--- src/rtl/sdp_rdma_gather_pkg.sv ---
// Shared constants, state encoding and mask helpers for the SDP RDMA beat gather block.
package sdp_rdma_gather_pkg;

   localparam int AW       = 128;
   localparam int IW       = 512;
   localparam int SW       = 13;
   localparam int NA       = IW / AW;
   localparam int FW       = $clog2(NA) + 1;
   localparam int EOL_BIT  = SW;
   localparam int SIZE_LSB = 0;
   localparam int MASK_LSB = 2 * AW;

   typedef enum logic [1:0] {
      ST_IDLE   = 2'd0,
      ST_GATHER = 2'd1,
      ST_FLUSH  = 2'd2
   } state_t;

   // Illegal masks carry no atoms; a second atom beyond the command's end is dropped.
   function automatic logic [1:0] eff_mask(input logic [1:0] mask, input logic two_ok);
      logic [1:0] m;
      case (mask)
         2'b01:   m = 2'b01;
         2'b11:   m = two_ok ? 2'b11 : 2'b01;
         default: m = 2'b00;
      endcase
      return m;
   endfunction

   function automatic logic [1:0] atom_cnt(input logic [1:0] m);
      return {1'b0, m[0]} + {1'b0, m[1]};
   endfunction

endpackage

--- src/rtl/sdp_rdma_gather_chk.sv ---
// Protocol checks on accepted response beats.
module sdp_rdma_gather_chk
   import sdp_rdma_gather_pkg::*;
(
   input logic        i_clk,
   input logic        i_rst_n,
   input logic        i_beat_fire,
   input logic [1:0]  i_mask,
   input logic [SW:0] i_rem
);

   a_mask_legal: assert property (@(posedge i_clk) disable iff (!i_rst_n)
      i_beat_fire |-> ((i_mask == 2'b01) || (i_mask == 2'b11)));

   a_no_excess_atom: assert property (@(posedge i_clk) disable iff (!i_rst_n)
      (i_beat_fire && (i_mask == 2'b11)) |-> (i_rem > (SW + 1)'(1)));

endmodule

--- src/rtl/sdp_rdma_gather_slot_wr.sv ---
// Decodes fill level and effective beat mask into slot write enables and atom selects.
module sdp_rdma_gather_slot_wr
   import sdp_rdma_gather_pkg::*;
(
   input  logic [FW-1:0] i_fill,
   input  logic [1:0]    i_mask,
   output logic [NA-1:0] o_slot_we,
   output logic [NA-1:0] o_slot_sel,
   output logic          o_res_ld
);

   // atom0 lands at slot fill, atom1 at fill+1; a select bit of 1 picks atom1
   always_comb begin
      o_slot_we  = {NA{1'b0}};
      o_slot_sel = {NA{1'b0}};
      for (int k = 0; k < NA; k++) begin
         o_slot_we[k]  = (i_mask[0] && (FW'(k) == i_fill)) ||
                         (i_mask[1] && (FW'(k) == (i_fill + FW'(1))));
         o_slot_sel[k] = i_mask[1] && (FW'(k) == (i_fill + FW'(1)));
      end
      o_res_ld = i_mask[1] && (i_fill == FW'(NA - 1));
   end

endmodule

--- src/rtl/sdp_rdma_beat_gather.sv ---
// Gathers 1-2 atom DMA response beats into IW-bit words tagged with end-of-line,
// under control of a per-transfer atom-count command stream.
module sdp_rdma_beat_gather
   import sdp_rdma_gather_pkg::*;
(
   input  logic            nvdla_core_clk,
   input  logic            nvdla_core_rstn,
   input  logic            cmd_pvld,
   output logic            cmd_prdy,
   input  logic [SW:0]     cmd_pd,
   input  logic            dma_rsp_pvld,
   output logic            dma_rsp_prdy,
   input  logic [2*AW+1:0] dma_rsp_pd,
   output logic            out_pvld,
   input  logic            out_prdy,
   output logic [IW:0]     out_data,
   output logic            idle
);

   state_t         r_state;
   logic [SW:0]    r_rem;
   logic [FW-1:0]  r_fill;
   logic           r_eol;
   logic           r_res_v;
   logic [AW-1:0]  r_res;
   logic [AW-1:0]  r_slot [NA];
   logic           r_out_vld;
   logic [IW:0]    r_out_data;

   logic [AW-1:0]  w_atom0;
   logic [AW-1:0]  w_atom1;
   logic [1:0]     w_mask;
   logic [1:0]     w_cnt;
   logic [SW:0]    w_rem_nxt;
   logic [FW-1:0]  w_fill_sum;
   logic           w_out_free;
   logic           w_cmd_fire;
   logic           w_beat_fire;
   logic           w_done;
   logic           w_word_cmpl;
   logic           w_ovf;
   logic           w_eol_bit;
   logic           w_load_gather;
   logic           w_load_flush;
   logic [NA-1:0]  w_slot_we;
   logic [NA-1:0]  w_slot_sel;
   logic           w_res_ld;
   logic [IW-1:0]  w_word;

   assign w_atom0     = dma_rsp_pd[0 +: AW];
   assign w_atom1     = dma_rsp_pd[AW +: AW];
   assign w_mask      = eff_mask(dma_rsp_pd[MASK_LSB +: 2], r_rem > (SW + 1)'(1));
   assign w_cnt       = atom_cnt(w_mask);
   assign w_rem_nxt   = r_rem - (SW + 1)'(w_cnt);
   assign w_fill_sum  = r_fill + FW'(w_cnt);

   assign w_out_free  = !r_out_vld || out_prdy;
   assign cmd_prdy    = (r_state == ST_IDLE);
   assign dma_rsp_prdy = (r_state == ST_GATHER) && w_out_free;
   assign w_cmd_fire  = cmd_pvld && cmd_prdy;
   assign w_beat_fire = dma_rsp_pvld && dma_rsp_prdy;

   assign w_done      = (w_rem_nxt == (SW + 1)'(0));
   assign w_word_cmpl = (w_fill_sum >= FW'(NA)) || w_done;
   assign w_ovf       = w_res_ld;
   assign w_eol_bit   = r_eol && w_done && !w_ovf;

   assign w_load_gather = w_beat_fire && w_word_cmpl;
   assign w_load_flush  = (r_state == ST_FLUSH) && w_out_free;

   assign out_pvld = r_out_vld;
   assign out_data = r_out_data;
   assign idle     = (r_state == ST_IDLE) && !r_out_vld;

   sdp_rdma_gather_slot_wr u_slot_wr (
      .i_fill     (r_fill),
      .i_mask     (w_mask),
      .o_slot_we  (w_slot_we),
      .o_slot_sel (w_slot_sel),
      .o_res_ld   (w_res_ld)
   );

   sdp_rdma_gather_chk u_chk (
      .i_clk       (nvdla_core_clk),
      .i_rst_n     (nvdla_core_rstn),
      .i_beat_fire (w_beat_fire),
      .i_mask      (dma_rsp_pd[MASK_LSB +: 2]),
      .i_rem       (r_rem)
   );

   // Outgoing word: held slots merged with the current beat, slots at or past the new fill zeroed
   always_comb begin
      w_word = {IW{1'b0}};
      for (int k = 0; k < NA; k++) begin
         if (FW'(k) >= w_fill_sum) begin
            w_word[k*AW +: AW] = {AW{1'b0}};
         end else if (w_slot_we[k]) begin
            w_word[k*AW +: AW] = w_slot_sel[k] ? w_atom1 : w_atom0;
         end else begin
            w_word[k*AW +: AW] = r_slot[k];
         end
      end
   end

   // Transfer FSM with atom countdown, fill level and residue flag
   always_ff @(posedge nvdla_core_clk or negedge nvdla_core_rstn) begin
      if (!nvdla_core_rstn) begin
         r_state <= ST_IDLE;
         r_rem   <= {(SW + 1){1'b0}};
         r_fill  <= {FW{1'b0}};
         r_eol   <= 1'b0;
         r_res_v <= 1'b0;
      end else begin
         case (r_state)
            ST_IDLE: begin
               if (w_cmd_fire) begin
                  r_rem   <= {1'b0, cmd_pd[SIZE_LSB +: SW]} + (SW + 1)'(1);
                  r_eol   <= cmd_pd[EOL_BIT];
                  r_fill  <= {FW{1'b0}};
                  r_res_v <= 1'b0;
                  r_state <= ST_GATHER;
               end
            end
            ST_GATHER: begin
               if (w_beat_fire) begin
                  r_rem   <= w_rem_nxt;
                  // residue of an overflowing beat already sits in slot 0 for the next word
                  r_res_v <= w_ovf;
                  if (w_word_cmpl) begin
                     r_fill <= w_ovf ? FW'(1) : FW'(0);
                  end else begin
                     r_fill <= w_fill_sum;
                  end
                  if (w_done) begin
                     r_state <= w_ovf ? ST_FLUSH : ST_IDLE;
                  end
               end
            end
            ST_FLUSH: begin
               if (w_out_free) begin
                  r_res_v <= 1'b0;
                  r_fill  <= {FW{1'b0}};
                  r_state <= ST_IDLE;
               end
            end
            default: begin
               r_state <= ST_IDLE;
            end
         endcase
      end
   end

   // Slot array and residue data, not reset
   always_ff @(posedge nvdla_core_clk) begin
      if (w_beat_fire) begin
         for (int k = 0; k < NA; k++) begin
            if (w_slot_we[k]) begin
               r_slot[k] <= w_slot_sel[k] ? w_atom1 : w_atom0;
            end
         end
         if (w_ovf) begin
            r_slot[0] <= w_atom1;
            r_res     <= w_atom1;
         end
      end
   end

   // Output valid holds until the downstream takes the word
   always_ff @(posedge nvdla_core_clk or negedge nvdla_core_rstn) begin
      if (!nvdla_core_rstn) begin
         r_out_vld <= 1'b0;
      end else if (w_load_gather || w_load_flush) begin
         r_out_vld <= 1'b1;
      end else if (out_prdy) begin
         r_out_vld <= 1'b0;
      end
   end

   // Output data register, loaded only when the output slot is free
   always_ff @(posedge nvdla_core_clk) begin
      if (w_load_gather) begin
         r_out_data <= {w_eol_bit, w_word};
      end else if (w_load_flush) begin
         r_out_data <= {r_eol, {(IW - AW){1'b0}}, r_res};
      end
   end

endmodule
--- config.mk ---
export PLATFORM = sky130hd
export DESIGN_NAME = sdp_rdma_beat_gather
export DESIGN_NICKNAME = d
export VERILOG_FILES = /design/src/rtl/sdp_rdma_gather_pkg.sv /design/src/rtl/sdp_rdma_gather_chk.sv /design/src/rtl/sdp_rdma_gather_slot_wr.sv /design/src/rtl/sdp_rdma_beat_gather.sv
export SDC_FILE = /design/constraint.sdc
export NUM_CORES = 2
export LEC_CHECK = 0
export CAP_MARGIN = 20
export CORE_ASPECT_RATIO = 0.8
export CORE_MARGIN = 4
export CORE_UTILIZATION = 45
export CTS_BUF_LIST = sky130_fd_sc_hd__clkbuf_8
export CTS_CLUSTER_SIZE = 20
export DETAILED_ROUTE_END_ITERATION = 12
export GPL_TIMING_DRIVEN = 0
export MAX_ROUTING_LAYER = met4
export PLACE_DENSITY = 0.66
export SLEW_MARGIN = 25
export SYNTH_ARGS = -nofsm -noshare
export SYNTH_HDL_FRONTEND = slang
export SYNTH_SLANG_ARGS = --single-unit
--- constraint.sdc ---
create_clock -name nvdla_core_clk -period 19.85 [get_ports nvdla_core_clk]
set_input_delay 1.985 -clock nvdla_core_clk [delete_from_list [all_inputs] [get_ports nvdla_core_clk]]
set_output_delay 1.985 -clock nvdla_core_clk [all_outputs]
set_load 0.01 [all_outputs]
Word-level counts from Yosys, hierarchy flattened
Memories as Yosys holds them, arrays and structs flattened.
Cells that the tools add are included.
{"block": "totals", "output_inout_bits": 517, "ram_bits": 512, "reg_bits": 662, "word_cells": 131, "inputBits": 277, "n_memories": 1}
{"block": "classes", "bitwise": 1, "n_lt_le_gt_ge": 6, "eq_ne": 15, "reduce_logical": 41, "add_sub_neg": 5, "muxes": 55}
{"memory": "r_slot", "words": 4, "width": 128, "rd": 4, "rd_ports_with_merged_regs": 0, "write_ports": 2, "line_no": "sdp_rdma_beat_gather.sv:26", "source": "logic [AW-1:0] r_slot [NA];"}
{"operator": "128-bit 2-to-1 mux", "count": 15}
{"operator": "513-bit 2-to-1 mux", "count": 2}
{"operator": "128-bit OR reduction", "count": 2}
{"operator": "14-bit 2-to-1 mux", "count": 2}
{"operator": "14-bit one-hot mux with 2 select lines", "count": 1}
{"operator": "1-bit 2-to-1 mux", "count": 20}
{"operator": "1-bit logical AND", "count": 17}
{"operator": "2-bit 2-to-1 mux", "count": 8}
{"operator": "13-bit by 1-bit adder with 14-bit output (second input constant)", "count": 1}
{"operator": "14-bit by 1-bit > comparator with 1-bit output (second input constant)", "count": 1}
{"operator": "14-bit logical NOT", "count": 1}
{"operator": "14-bit by 2-bit subtractor with 14-bit output", "count": 1}
{"operator": "2-bit by 3-bit equality test with 1-bit output (first input constant)", "count": 4}
{"operator": "3-bit 2-to-1 mux", "count": 4}
{"operator": "3-bit one-hot mux with 3 select lines", "count": 1}
{"operator": "4-bit AND reduction", "count": 2}
{"operator": "1-bit logical OR", "count": 7}
{"operator": "1-bit by 3-bit equality test with 1-bit output (first input constant)", "count": 2}
{"operator": "1-bit by 3-bit greater-or-equal comparator with 1-bit output (first input constant)", "count": 2}
{"operator": "2-bit by 3-bit greater-or-equal comparator with 1-bit output (first input constant)", "count": 2}
{"operator": "3-bit logical NOT", "count": 2}
{"operator": "2-bit != test (second input constant)", "count": 3}
{"operator": "2-bit one-hot mux with 3 select lines", "count": 1}
{"operator": "2-bit nonzero test", "count": 3}
{"operator": "15 further kinds", "count": 19}

Depth between registers and ports, before layout
{"block": "logic_depth", "ltp_word": 10, "mapped_depth": 16, "ltp_nobuf": 12}

By module
Synthesis repeated with hierarchy kept, for this count alone.
{"block": "hier_totals", "hier_cells": 3445, "area_unflattened_um2": 53112.2}
{"mod": "sdp_rdma_beat_gather", "instances": 1, "area_each_um2": 53005.8, "seq_area_each_um2": 35148.7, "cells_per_inst": 3425}
{"mod": "sdp_rdma_gather_slot_wr", "instances": 1, "area_each_um2": 106.4, "seq_area_each_um2": 0.0, "cells_per_inst": 20}

Worst setup path before layout
OpenSTA, ideal clock, no wires.
{"block": "synth_timing", "path_kind": "input-to-reg", "start": "in dma_rsp_pd[257]", "end": "reg r_out_data[0], in the netlist out_data[0], enable pin", "path_stages": 14, "slack_ps": 3383, "t_required_ps": 16161, "setup_ps": 3689, "path_buffers": 3, "t_arrival_ps": 12779, "cell_sequence": "nand2_1 -> nor2_1 -> buf_2 -> nor2b_1 -> ha_1 -> fa_1 -> nor2b_1 -> a21oi_1 -> o31ai_1 -> a2111oi_4 -> a31oi_4 -> buf_2 -> buf_2 -> nand2_1"}
{"block": "synth_via", "elab_chain_len": 8, "word_cells_on_any_way": 11, "classes_between": "3 x add/sub; 1 x order compare; 2 x eq/ne; 1 x mux; 4 x reduce/logical"}
{"item": "from (decl)", "line_no": "sdp_rdma_beat_gather.sv:13", "source": "input logic [2*AW+1:0] dma_rsp_pd,"}
{"item": "2-bit equality test / 2-bit by 1-bit equality test with 1-bit output (equally long branches)", "line_no": "sdp_rdma_gather_pkg.sv:22", "source": "case (mask)"}
{"item": "2-bit one-hot mux with 2 select lines *", "line_no": "sdp_rdma_gather_pkg.sv:22"}
{"item": "1-bit by 1-bit adder with 2-bit output *", "line_no": "sdp_rdma_gather_pkg.sv:31", "source": "return {1'b0, m[0]} + {1'b0, m[1]};"}
{"item": "14-bit by 2-bit subtractor with 14-bit output / 3-bit by 2-bit adder with 3-bit output (equally long branches)", "line_no": "sdp_rdma_beat_gather.sv:54, sdp_rdma_beat_gather.sv:55"}
{"item": "14-bit logical NOT / 3-bit greater-or-equal comparator (equally long branches)", "line_no": "sdp_rdma_beat_gather.sv:63, sdp_rdma_beat_gather.sv:64"}
{"item": "1-bit logical OR *", "line_no": "sdp_rdma_beat_gather.sv:64", "source": "assign w_word_cmpl = (w_fill_sum >= FW'(NA)) || w_done;"}
{"item": "1-bit logical AND *", "line_no": "sdp_rdma_beat_gather.sv:68", "source": "assign w_load_gather = w_beat_fire && w_word_cmpl;"}
{"item": "2-bit nonzero test (no line) *"}
{"item": "to (signal assigned)", "line_no": "sdp_rdma_beat_gather.sv:182", "source": "r_out_data <= {w_eol_bit, w_word};"}
{"item": "to (signal assigned)", "line_no": "sdp_rdma_beat_gather.sv:184", "source": "r_out_data <= {r_eol, {(IW - AW){1'b0}}, r_res};"}
{"item": "to (decl)", "line_no": "sdp_rdma_beat_gather.sv:28", "source": "logic [IW:0] r_out_data;"}
Every way passes the cells marked *; elsewhere a longest branch is shown, timed or not.
A chain may end at the register's enable or synchronous reset.

Worst setup path after layout
{"block": "layout_timing", "start": "in dma_rsp_pd[256]", "end": "reg r_out_data[188], in the netlist out_data[188], enable pin"}
Same word-level chain as after synthesis.

==> summary.md <==
For this block, the routed nets add up to 203000 um of wire. The most used flip-flop cell after synthesis is edfxtp_1. The number of slew-limit violations in the final report is 0. A synthesized cell averages 12.5 um2. For the CTS buffer count, the log shows 190.

The xor and xnor area share after synthesis is 0.238%. In this run the deepest clock path goes through 3 buffers. The via count of the first global-routing pass is 40129, and the reported max-cap violation count is 0. The number of port buffers is 793. Derived from the worst setup path, the maximum achievable clock frequency is 0.130 GHz.

The post-synthesis compound-gate area fraction works out to 9.79%. The die is 399 um wide. The logs give 43.0% for the met1 usage in global routing and 63.8% for the register area share after synthesis. Share of the synthesized area in the top cell type: 62.9%. From bottom edge to top edge, the die measures 321 um. Hold repair after CTS inserted 0 buffers.

For this run, the number of Yosys warnings is 0. The cell count after synthesis came out at 4408. Across all layers, the routed design uses 42050 vias. Setup repair after global routing left no endpoint under its margin. The post-synthesis register bit count was 1174; the cell leakage power was 0.0260 uW.

The area growth from synthesis to layout is 27.5%. The post-detailed-route wirelength per cell was 27.9 um; the pre-CTS setup slack was 11.33 ns. By area the synthesized netlist is led by edfxtp_1 (63%), nand2_1 (8.9%), mux2_2 (7.8%), mux2i_1 (4.7%), a311oi_1 (2.0%). Kind of launch point of the worst setup path: an input pin. Entering global routing, the biggest net connects 57 pins. The later pin in the worst-skew pair is clocked with a latency of 0.94 ns. The synthesized netlist occupies a cell area of 55100 um2. After synthesis, the share of cell area in mux cells is 12.5%. Clock tree synthesis found a total of 1174 sinks. After Yosys synthesis, full adders, half adders and majority gates account for 0.186% of the synthesized area. The slowest stage of the critical path belongs to the cell o31ai_1. TritonCTS built the clock tree. Global routing used 31.6% of the available tracks across all layers. Detailed placement finished with a half-perimeter wire length of 147000 um.

The path class of the tightest hold or removal check is flop to flop. The logs give 45.4% for the initial core utilization and 27.3% for the relative slew slack. The critical path class was input pin to flop. Setup violations remaining at the end of the flow were counted as 0. The last weighted congestion value of the routability-driven placer came out at 0.882. The maximum single-stage delay on the critical path came out at 0.64 ns.

The async set-reset flop share out of synthesis came out at 1.79%. The core region is 121000 um2. For the number of unique standard cell types used by synthesis, the log shows 65. The floorplan has 114 rows. By instance count, the cell type seen most on the critical path is buf_16. The run finished with clean final reports. Number of antenna violations at the first check in global routing: 30.

STA classifies the critical path endpoint as a flop. Of the available clock period, the critical path in the final layout requires 38.7%. Of the total synthesized cell area, the portion taken by AND, OR, NAND and NOR gates is 10.8%. The post-route DRC violation count was 0.

The maximum resistive drop on vdd was 0.0539 mV. The detailed router finished its first iteration with 4683 violations. Gates resized during post-CTS repair numbered 0.

The design draws 7000 uW. The die covers 128000 um2. For the worst setup path, the data arrival time is 8.31 ns.

The average vias per placed instance is 5.79. Leaving out fill and tap cells, the most frequent cells in the layout are nand2_1 (1309), edfxtp_1 (1153), clkdlybuf4s50_1 (792), mux2_2 (384), mux2i_1 (256). Data on the critical path is required at its endpoint by 20.48 ns.

For met2 alone, demand over resource in global routing was 46.4%. The CTS H-tree depth came out at 4. Across all register-to-register paths, the minimum setup slack is 12.65 ns. Final count of hold timing violations: 0. After global routing, the most crowded layer is met2. The clock-pin transition on the worst setup and hold timing paths was 0.06 ns; the pin slew with the least headroom to its limit was 1.09 ns. The smallest clock period supported by the final layout is computed as 7.69 ns. Across all setup checks in the final design, the least slack found is 12.16 ns. Leaving out fill and tap cells, the most frequent cell in the layout is nand2_1. The post-synth net total was 4692. The detail route stage leaves a number of antenna-violating nets equal to 0. After the last flow step, the layout net total stands at 5740. The combinational family with the most area after synthesis was multiplexers.

The first global-routing pass estimated 286000 um of wire. The total overflow left after global routing is 0. The tree is rooted in a clkbuf_8. Library cell occupying the most area in the post-synthesis netlist: edfxtp_1. The fraction of layout instances using a drive strength above 1 was 14.3%; the clock tree skew after final layout was 0.0474 ns.

794 I/O pins were placed. The power density relative to cell area was 99.6 nW/um2; the maximum net fanout on the critical path was 46. The signal on the critical path passes through clkdlybuf4s50_1, nand2_1, nor2_1, buf_2, nor2b_1, ha_1, fa_1, nor2b_1, a21oi_1, o31ai_1, a2111oi_4, a31oi_4, buf_2, buf_2, nand2_4, buf_16, buf_16, buf_16, buf_12, buf_16. Global routing used 7.22% of the available met3 tracks. Count of TritonRoute iterations in the first routing pass: 8.

The worst hold slack after final layout is 0.519 ns. Counting flops with a built-in enable in the synthesized netlist gives 1153. In this run the post-CTS setup repair buffer count came out at 0.
## cell families after synthesis
| group | Yosys count |
|---|---|
| xor gates and xnor gates | 15 |
| adders and majority gates | 7 |
| buffers and inverters | 331 |
| DFF | 1174 |
| and+or+nand+nor | 1532 |
| muxes | 640 |
| AOI/OAI and AO/OA | 709 |
## cell type report
class / instances / area [um2]
antenna: 35 / 87.6
sequential: 1174 / 35100
buffer: 322 / 1460
timing repair buffer: 856 / 9540
tap: 1624 / 2030
inverter: 9 / 33.8
multi-input combinational: 2903 / 18500
clock inverter: 149 / 746
clock buffer: 195 / 2680
fill: 10096 / 51000
## stage by stage
| stage | cell area [um2] | setup TNS (ns) | util, % | std cells |
|---|---|---|---|---|
| 4_1_cts | 70100 | 0 | 57.9 | 7231 |
| 3_3_place_gp | 65100 | -2855.42 | 53.7 | 6825 |
| 6_report | 70200 | 0 | 57.9 | 7267 |
| 5_1_grt | 70200 | 0 | 57.9 | 7255 |
| 2_1_floorplan | 55100 | 0 | - | 4408 |
| 3_5_place_dp | 66700 | 0 | 55.0 | 6887 |
## Yosys cell counts (all sizes together), types with 100 or more instances
| library cell | number |
|---|---|
| o2bb2ai | 128 |
| mux2 | 384 |
| a22oi | 131 |
| mux2i | 256 |
| o21a | 128 |
| nor2 | 157 |
| buf | 100 |
| edfxtp | 1153 |
| a21oi | 142 |
| nand2 | 1311 |
| a311oi | 128 |
| clkbuf | 222 |
## worst paths after layout
kind | from | endpoint | cells after the start
hold / removal | r_res[3] | out_data[3] | 1
setup / recovery | dma_rsp_pd[256] | out_data[188] | 20
hold reg to reg | r_res[3] | out_data[3] | 1
setup reg to reg | r_rem[7] | out_data[188] | 21
max in group asynchronous | nvdla_core_rstn | r_rem[3] | 1
min in group asynchronous | nvdla_core_rstn | r_eol | 1
## report_power, final
group          total (uW)  switching [uW]  internal, uW
clock network        1980            1020           962
logic                1890            1140           750
registers            3130            85.3          3040
## per-layer routing
layer	vias to the layer above	share of wire [%]
li1	18509	-
met3	363	11
met1	20795	41
met5	-	0
met4	0	3.5
met2	2383	45
## critical path: cells and delay by family
kind | cells | cell delay [ns]
compound gates | 4 | 1.38
fa+ha+maj | 2 | 0.51
buf+inv | 9 | 2.98
simple gates | 5 | 1.28
## flip-flops by register name, indices dropped and copies added (netlist names)
signal	flops
r_res	128
r_state	2
r_rem	14
r_slot	512
r_eol	1
out_pvld	1
r_fill	3
out_data	513
No activity file was read; power rests on OpenSTA's default activity.
